$ cat config.mk
export PLATFORM = sky130hd
export DESIGN_NAME = prio_encoder_4to2_seq
export DESIGN_NICKNAME = d
export VERILOG_FILES = /design/src/rtl/prio_encoder_4to2_seq.sv
export SDC_FILE = /design/constraint.sdc
export NUM_CORES = 1
export LEC_CHECK = 0
export ABC_AREA = 1
export BUFFER_PORTS_ARGS = -buffer_cell sky130_fd_sc_hd__buf_2
export CAP_MARGIN = 40
export CORE_ASPECT_RATIO = 1.1
export CORE_MARGIN = 2
export CORE_UTILIZATION = 45
export CTS_CLUSTER_SIZE = 10
export DETAILED_ROUTE_END_ITERATION = 16
export PLACE_DENSITY_LB_ADDON = 0.3
export SLEW_MARGIN = 20
export SYNTH_ARGS = -nofsm -noshare
export SYNTH_HDL_FRONTEND = slang
export SYNTH_SLANG_ARGS = --single-unit
$ cat constraint.sdc
create_clock -name clk -period 4.2 [get_ports clk]
set_clock_uncertainty 0.2 [all_clocks]
set_input_delay 0.21 -clock clk [delete_from_list [all_inputs] [get_ports clk]]
set_output_delay 0.21 -clock clk [all_outputs]
set_load 0.01 [all_outputs]
$ cat src/rtl/prio_encoder_4to2_seq.sv
// prio_encoder_4to2_seq: captures request pulses and issues their indices, highest first, one per handshake
module prio_encoder_4to2_seq #(
  parameter int N  = 4,
  parameter int W  = 2,
  parameter int CW = 8
) (
  input  logic          clk,
  input  logic          rst_n,
  input  logic          e,
  input  logic [N-1:0]  req,
  output logic [W-1:0]  y,
  output logic          valid,
  input  logic          ready,
  output logic [N-1:0]  pending,
  output logic [CW-1:0] drop_cnt
);
  logic [W-1:0] sel;
  logic [N-1:0] clr;
  logic         load;
  logic         fire;
  logic         drop;
  always_comb begin
    sel = '0;
    for (int i = 0; i < N; i++)
      if (pending[i]) sel = W'(i);
  end
  assign fire = valid & ready;
  assign load = e & (|pending) & (~valid | ready);
  assign clr  = load ? (N'(1) << sel) : '0;
  assign drop = e & (|(req & pending & ~clr));
  always_ff @(posedge clk) begin
    if (!rst_n) begin
      pending  <= '0;
      valid    <= 1'b0;
      y        <= '0;
      drop_cnt <= '0;
    end else begin
      pending <= (pending & ~clr) | (req & {N{e}});
      if (load) begin
        valid <= 1'b1;
        y     <= sel;
      end else if (fire) begin
        valid <= 1'b0;
      end
      if (drop && drop_cnt != '1) drop_cnt <= drop_cnt + 1'b1;
    end
  end
endmodule

Word-level counts from Yosys, hierarchy flattened
Cells that the tools add are included.
{"block": "totals", "elab_cells": 29, "ff_bits": 15, "inputBits": 8, "out_inout_bits": 15}
{"block": "op_classes", "eq_ne": 1, "bitwise": 12, "shift": 1, "mux": 6, "reduce_logical": 4, "add_sub_neg": 1}
{"operator": "$and A4 B4 Y4", "count": 4}
{"operator": "$add A8 B1 Y8 const B", "count": 1}
{"operator": "$ne A8 B8 Y1 const B", "count": 1}
{"operator": "$reduce_or A4 Y1", "count": 2}
{"operator": "$and A1 B1 Y1", "count": 4}
{"operator": "$mux W2", "count": 2}
{"operator": "$mux W4", "count": 1}
{"operator": "$not A4 Y4", "count": 1}
{"operator": "$or A4 B4 Y4", "count": 1}
{"operator": "$shl A1 B2 Y4 const A", "count": 1}
{"operator": "$mux W1", "count": 3}
{"operator": "$reduce_bool A2 Y1", "count": 1}
{"operator": "$logic_and A1 B1 Y1", "count": 1}
{"operator": "$not A1 Y1", "count": 1}
{"operator": "$or A1 B1 Y1", "count": 1}

Depth between registers and ports, before layout
Gate-level depths: netlist of the first run.
{"block": "logic_depth", "ltp_word": 10, "depth_mapped": 12, "depth_no_buf": 12}

Least setup slack after synthesis of the first run
OpenSTA, ideal clock, no wires.
{"block": "synth_timing", "path_kind": "register to register", "startpoint": "register drop_cnt[0]", "endpoint": "register drop_cnt[1]", "path_stages_with_launch": 13, "t_required_ns": 3.886, "setup_slack_ns": 2.527, "path_buffers": 0, "setup_ns": 0.114, "t_arrival_ns": 1.358, "synth_period_minus_slack_ns": 1.673, "cell_sequence": "dfxtp_1 ha_1 nand2_1 inv_1 nand2_1 inv_1 nand2_1 nor2_1 inv_1 nand3_4 nand2_1 nand2_1 nor2_2"}
{"block": "synth_via", "elab_chain_cells": 2, "word_cells_on_any_way": 3, "classes_between": "add/sub (1); eq/ne (1); reduce/logical (1)"}
{"item": "start, declared", "line_no": "15", "rtl": "output logic [CW-1:0] drop_cnt"}
{"item": "start signal, assigned", "line_no": "45", "rtl": "if (drop && drop_cnt != '1) drop_cnt <= drop_cnt + 1'b1;"}
{"item": "branches (longest 2 deep; another with $add A8 B1 Y8)"}
Several ways; the timed one is not identified.
A chain may end at the register's enable or synchronous reset.

Worst setup path in the final report of the first run
Same ends and word-level chain as after synthesis.

==> results of run 1 <==
-- power by group through the flow --
stage | combinational [W] | sequential (W) | clock (W)
global placement | 0.0000658 | 0.000164 | 0
detailed placement | 0.0000674 | 0.000164 | 0
floorplan | 0.0000429 | 0.000168 | 0
global route | 0.0000799 | 0.000162 | 0.0000925
finish | 0.0000701 | 0.000161 | 0.0000828
CTS | 0.0000706 | 0.000161 | 0.0000867
-- worst max-delay path, cell delays in order, from the launching register on --
cell and delay, ns:
dfxtp_1 0.36, ha_1 0.19, nand2_1 0.08, inv_1 0.06, nand2_1 0.04, inv_1 0.06
nand2_1 0.06, nor2_1 0.18, inv_1 0.11, nand3_4 0.15, nand2_1 0.06, nand2_1 0.07
nor2_2 0.03
-- worst min-delay path by stage --
stage,cells past startpoint,slack [ns],endpoint
6_report,3,0.03,drop_cnt[4]$_SDFFE_PN0P_
5_1_grt,3,0.06,drop_cnt[7]$_SDFFE_PN0P_
4_1_cts,3,0.02,drop_cnt[4]$_SDFFE_PN0P_
3_5_place_dp,2,0.23,y[1]$_SDFFE_PN0P_
3_3_place_gp,2,0.23,y[1]$_SDFFE_PN0P_
2_1_floorplan,2,0.16,pending[0]$_SDFF_PN0_
-- Yosys cell counts, types with 2 or more instances --
master | instances | area, µm²
nand3_1 | 4 | 20.0
inv_1 | 22 | 82.6
a211oi_1 | 2 | 15.0
dfxtp_1 | 15 | 300
nand2_1 | 35 | 131
nor2_2 | 5 | 31.3
buf_4 | 2 | 15.0
a21oi_1 | 6 | 30.0
nor3_1 | 2 | 10.0
xor2_1 | 2 | 17.5
nand3_2 | 2 | 20.0
nand2_2 | 2 | 12.5
nor2_1 | 15 | 56.3
nand4_1 | 5 | 31.3
-- state kept, by name, summed over array words and instances, names as in the netlist --
signal / cells
drop_cnt: 8
pending: 4
valid: 1
y: 2
-- metal layers --
metal / wire length, µm / vias to the layer above / global-route usage, %
met4: 40 / 0 / 8.82
li1: - / 445 / -
met2: 862 / 24 / 29.0
met3: 64 / 5 / 3.66
met5: 0 / - / 0
met1: 812 / 375 / 22.0
-- cell type report --
cell class	count	area, µm²
fillers	181	751
multi-input cells	86	449
flip-flops and latches	15	300
repair buffers	26	150
inverters	22	82.6
clock buffers	4	26.3
well taps	18	22.5
-- kinds of logic (layout without fill, tap and decap cells) --
family                   after synthesis  after routing  share of synthesized area, %
AND/OR/NAND/NOR                       72             72                          41.5
buffers and inverters                 24             52                          11.5
flip-flops                            15             15                          35.5
AO/OA/AOI/OAI                         10             10                          6.94
XOR/XNOR                               3              3                          3.10
adder cells (fa/ha/maj)                1              1                          1.48
-- cell usage in the layout, fill, tap and decap left out, types with 2 or more instances in the layout --
cell type / synthesis / layout
clkbuf_4: 0 / 3
nand2_2: 2 / 2
a211oi_1: 2 / 2
nor2_1: 15 / 15
nand2_1: 35 / 35
nand4_1: 5 / 5
buf_2: 0 / 22
nand3_2: 2 / 2
nand3_1: 4 / 4
a21oi_1: 6 / 6
nor2_2: 5 / 5
nor3_1: 2 / 2
dfxtp_1: 15 / 15
xor2_1: 2 / 2
dlygate4sd3_1: 0 / 4
inv_1: 22 / 22
-- metrics by stage --
stage               total power [W]  cell area (µm²)  hold slack, ns
floorplan                  0.000211              847           0.158
global placement           0.000229              965           0.228
detailed placement         0.000232              965           0.232
CTS                        0.000318             1030          0.0219
global route               0.000335             1030          0.0565
finish                     0.000314             1030          0.0251
==> results.md, run 1 <==
- CTS root buffer: clkbuf_4
- Fmax: 562 MHz
- Worst Setup SP: drop_cnt[0]$_SDFFE_PN0P_
- Req. time, crit path: 4.18 ns
- First-pass GRT wire length: roughly 3000 µm
- Post-Syn Instances: 125
- Time the worst path needs with I/O delays and setup: 1.78 ns
- Power Dens Cells: 304 nW/µm²
- Inst Count DP: 163
- I/O Pins: 23
- Via count: 849
- Worst-Margin Slew: ~0.28 ns
- Post-synth EDFFs: 0
- Layout cells sized above 1: 24.2%
- Largest net degree at the start of global routing: 15
- CP Data Arrival Time: 1.76 ns
- Reg2reg path depth: 12
- Worst setup margin: 2.42 ns
- Clock slew at reported path FFs: 0.09 ns
- Fin. Hold Viols: 0
- Clock Power Share: 26.4%
- Initial DRC count: 16
- Vias per cell: 4.96
- Worst vdd ir: 0.000157 V
- Hold Path Origin: rst_n
- Synth async-reset ratio: 0%
- Headroom to the max-slew limit: 81.1%
- Initial antenna violation count: 0
- Post-DP HPWL: 1330 µm
- Run status: finished, final reports clean
- Die Area: around 2200 µm²
- GRT Util Overall: 18.0%
- Die H: 49.5 µm
- Combinational group share of total power: between 20% and 30%
- Part of the Yosys area used for sequential elements: between 30% and 40%
- Clock sinks: 15
- Layout area overhead: 21.7%
- Core footprint: 1780 µm²
- Type of the tightest min-delay check: in2reg
- CTS tree: built
- GP Congestion: roughly 0.8
- Final setup vio count: 0
- Reg2Reg Setup Slack: around 2.4 ns
- FF-to-FF End: drop_cnt[1]$_SDFFE_PN0P_
- Post-layout nets: 163
- Prevailing post-synth register cell: dfxtp_1
- Max-cap viol count: 0
- # diodes: 0
- DRT Wirelength: 1780 µm
- RSZ-0062 raised after global routing: no
- Fin util: 57.9%
- Place WS: 2.44 ns
- Max Slew Vio Count: 0
- Seq pwr share: 51.3%
- Row Count: 16
- R2R Path Start: drop_cnt[0]$_SDFFE_PN0P_
- Synthesis Warnings: 0
- Count of cell types in the netlist: 20
- Worst Path Max Fanout: 10
- Global route overflow: 0
- Initial DRT Pass Iterations: 4
- Period utilization: between 40% and 50%
- Initial Utilization: between 40 and 50%
- Setup TNS: 0 ns
- CTS Hold Bufs: 4
- CP endpoint: drop_cnt[1]$_SDFFE_PN0P_
- Htree depth: 1
- Die X-Extent: 45.4 µm
- Final ANT Viol Nets: 0
- Final non-filler cell total: 171
- Worst-Skew Late Latency: ~0.28 ns
- Leak: 0.537 nW
- WL/cell: around 10 µm
- Worst setup SP type: flop
- Number of global-route vias before repair: 776
- CTS Buffer Depth: 2
- Postcts setup bufs: 0
- Post-synthesis net count: ~130
- P_sw: ~0.000096 W
- Post-cts sizing count: 0
- Netlist Area Pre-Place: 847 µm²
- Cell Int Power: 0.000217 W
- Total CTS buffers: 3
- Port Buffer Count: 22
- Setup CP Type: reg2reg
- # DRC: 0
- Syn_area_per_cell: between 6 and 7 µm²
- Post-synthesis register bit count: 15
- CP Capture Type: flop
- Switching part of the total: 30.7%
Power figures use the tool's default switching activity.
==> run 2, diff against run 1 <==
- clock period: 4.2 -> 1.79 ns (I/O delays scaled with it)
==> results.md, run 2 (synthesis results as in run 1) <==
- Run status: finished, final reports clean
- Row Count: 16 (unchanged)
- Crit path max-delay family: simple AND/OR/NAND/NOR gates
- Htree depth: 1 (unchanged)
- Layout area overhead: 39.6%
- Most frequent cells in the layout: nand2_1 (32), buf_2 (22), inv_1 (21), nor2_1 (14), dfxtp_1 (12)
- Die Area: 2250 µm² (unchanged)
- Layout cells sized above 1: 32.1% (+7.9 points)
- Initial DRC count: 22 (+6)
- CP max stage cell: dfxtp_2
- CTS root buffer: clkbuf_4
- Global route overflow: 0 (unchanged)
- Fin. Hold Viols: 0 (unchanged)
- Worst setup SP type: flop
- Biggest register: drop_cnt
- Port Buffer Count: 22 (unchanged)
- Leak: 0.585 nW (+9.0%)
- Type of the tightest min-delay check: in2reg
- Final ANT Viol Nets: 0 (unchanged)
- Reg2reg path depth: 12 (unchanged)
- Via count: 922 (+8.6%)
- Design area: 1180 µm² (+15%)
- Hold_ws: 0.0664 ns (+0.0413 ns)
- Max Slew Vio Count: 0 (unchanged)
- Cell Chain, Critical Path: ha_4 > nand2_1 > inv_1 > nand2_1 > inv_1 > nand2_2 > nor2_4 > inv_2 > nand3_4 > nand2_1 > nand2_1 > nor2_2
- Final setup vio count: 0 (unchanged)
- First-pass GRT wire length: 3360 µm (+11%)
- Most used cell, CP: nand2_1
- Hold path cells: 3 (unchanged)
- WL/cell: 11.6 µm (+11%)
- I/O Pins: 23 (unchanged)
- Reg2Reg Setup Slack: 0.07 ns (-2.35 ns)
- Fmax: 581 MHz (+3.3%)
- # diodes: 0 (unchanged)
- Vias per cell: 5.04 (+1.5%)
- Post-layout nets: 175 (+7.4%)
- Worst-Skew Late Latency: 0.27 ns (about the same)
- CP Capture Type: flop
- CTS tree: built
- Area after DPL: 987 µm² (+2.3%)
- CTS Buffer Depth: 2 (unchanged)
- CP Data Arrival Time: 1.70 ns (-0.06 ns)
- Largest regs: drop_cnt: 8 flops, pending: 4 flops, y: 2 flops
- Largest net degree at the start of global routing: 15 (unchanged)
- # DRC: 0 (unchanged)
- Max-cap viol count: 0 (unchanged)
- Clock sinks: 15 (unchanged)
- Total CTS buffers: 3 (unchanged)
- Worst Path Max Fanout: 5 (-5)
- Largest stage delay on the critical path: 0.37 ns (about the same)
- Time the worst path needs with I/O delays and setup: 1.72 ns (-0.0574 ns)
- Hold EP: drop_cnt[6]$_SDFFE_PN0P_
- Req. time, crit path: 1.77 ns (-2.41 ns)
- Worst path bufs/invs: 3 (unchanged)
- Initial antenna violation count: 0 (unchanged)
- Overall Power: 0.000771 W (+150%)
- Initial Utilization: 47.5% (unchanged)
- Most common cell after layout, fill and taps aside: nand2_1
- Core footprint: 1780 µm² (unchanged)
- Post-DP HPWL: 1350 µm (+0.89%)
- Die X-Extent: 45.4 µm (unchanged)
- Clock slew at reported path FFs: 0.09 ns (about the same)
- Worst vdd ir: 0.000370 V (+140%)
- GP Congestion: 0.781 (+0.26%)
- Die H: 49.5 µm (unchanged)
- DRT Wirelength: 2120 µm (+19%)
- FF-to-FF End: drop_cnt[1]$_SDFFE_PN0P_
- Number of global-route vias before repair: 829 (+6.8%)
- Period utilization: 96.2% (+54 points)
- GRT Util Overall: 19.8% (+1.9 points)
- Worst-Margin Slew: 0.331 ns (+0.0477 ns)
- Setup CP Type: reg2reg
- Largest register FFs: 8 (unchanged)
- Power Dens Cells: 652 nW/µm² (+110%)
- Headroom to the max-slew limit: 77.9% (-3.2 points)
- Hold Path Origin: e
- Initial DRT Pass Iterations: 6 (+2)
- R2R Path Start: drop_cnt[0]$_SDFFE_PN0P_
==> run 2: cell types whose count changed in the layout (fill, tap and decap cells not counted), moves of 3 or more <==
| cell | change |
|---|---|
| nand2_1 | -3 |
| dfxtp_2 | +3 |
| buf_4 | +5 |
| dlygate4sd3_1 | +6 |
| dfxtp_1 | -3 |
| nand2_2 | +3 |
==> run 2: through the flow <==
step	setup WS (ns)	cells	setup TNS [ns]	utilization, %
detailed placement	0.0178	166	0	55.4
global route	-0.0437	183	-0.115	66.4
CTS	0.0160	180	0	62.6
global placement	0.106	166	0	55.4
finish	0.0685	183	0	66.4
floorplan	0.117	125	0	-
==> run 2: layout make-up <==
| type | count | area (µm²) |
|---|---|---|
| Multi-Input combinational cell | 87 | 499 |
| Inverter | 22 | 82.6 |
| Sequential cell | 15 | 304 |
| Fill cell | 169 | 599 |
| Tap cell | 18 | 22.5 |
| Clock buffer | 4 | 26.3 |
| Timing Repair Buffer | 37 | 248 |
==> run 2: timing repair <==
| action | in CTS | in global routing |
|---|---|---|
| gates resized for setup | 1 | 12 |
| setup endpoints to repair | 4 | 8 |
| hold endpoints to repair | 13 | 0 |
| hold buffers | 10 | 0 |
| gates cloned | 0 | 1 |
| buffers inserted | 0 | 2 |
| pin swaps | 0 | 3 |
==> run 2: power breakdown <==
group          internal, W  switching (W)  leakage [nW]  total, W
Clock            0.0000863       0.000104        0.0150  0.000190
Combinational    0.0000896       0.000112         0.446  0.000201
Sequential        0.000358      0.0000213         0.124  0.000379
Total             0.000534       0.000236         0.585  0.000771
==> run 2: worst max path at each step <==
stage,slack [ns],start,cells after the start,to
6_report,0.07,drop_cnt[0]$_SDFFE_PN0P_,12,drop_cnt[1]$_SDFFE_PN0P_
5_1_grt,-0.04,drop_cnt[1]$_SDFFE_PN0P_,12,drop_cnt[4]$_SDFFE_PN0P_
4_1_cts,0.02,drop_cnt[0]$_SDFFE_PN0P_,12,drop_cnt[1]$_SDFFE_PN0P_
3_5_place_dp,0.02,drop_cnt[0]$_SDFFE_PN0P_,12,drop_cnt[1]$_SDFFE_PN0P_
3_3_place_gp,0.11,drop_cnt[0]$_SDFFE_PN0P_,12,drop_cnt[5]$_SDFFE_PN0P_
2_1_floorplan,0.12,drop_cnt[0]$_SDFFE_PN0P_,12,drop_cnt[1]$_SDFFE_PN0P_
==> run 2: worst min-delay path, delay by kind of cell <==
| family | cells | cell delay, ns |
|---|---|---|
| compound gates | 1 | 0.05 |
| buf+inv | 1 | 0.21 |
| simple gates | 1 | 0.14 |
==> run 2: layer usage <==
| layer | wire, µm | track usage (%) | up-vias |
|---|---|---|---|
| met2 | 1070 | 36.9 | 35 |
| met5 | 0 | 0 | - |
| li1 | - | - | 468 |
| met1 | 911 | 21.8 | 411 |
| met4 | 36 | 5.88 | 0 |
| met3 | 98 | 3.30 | 8 |
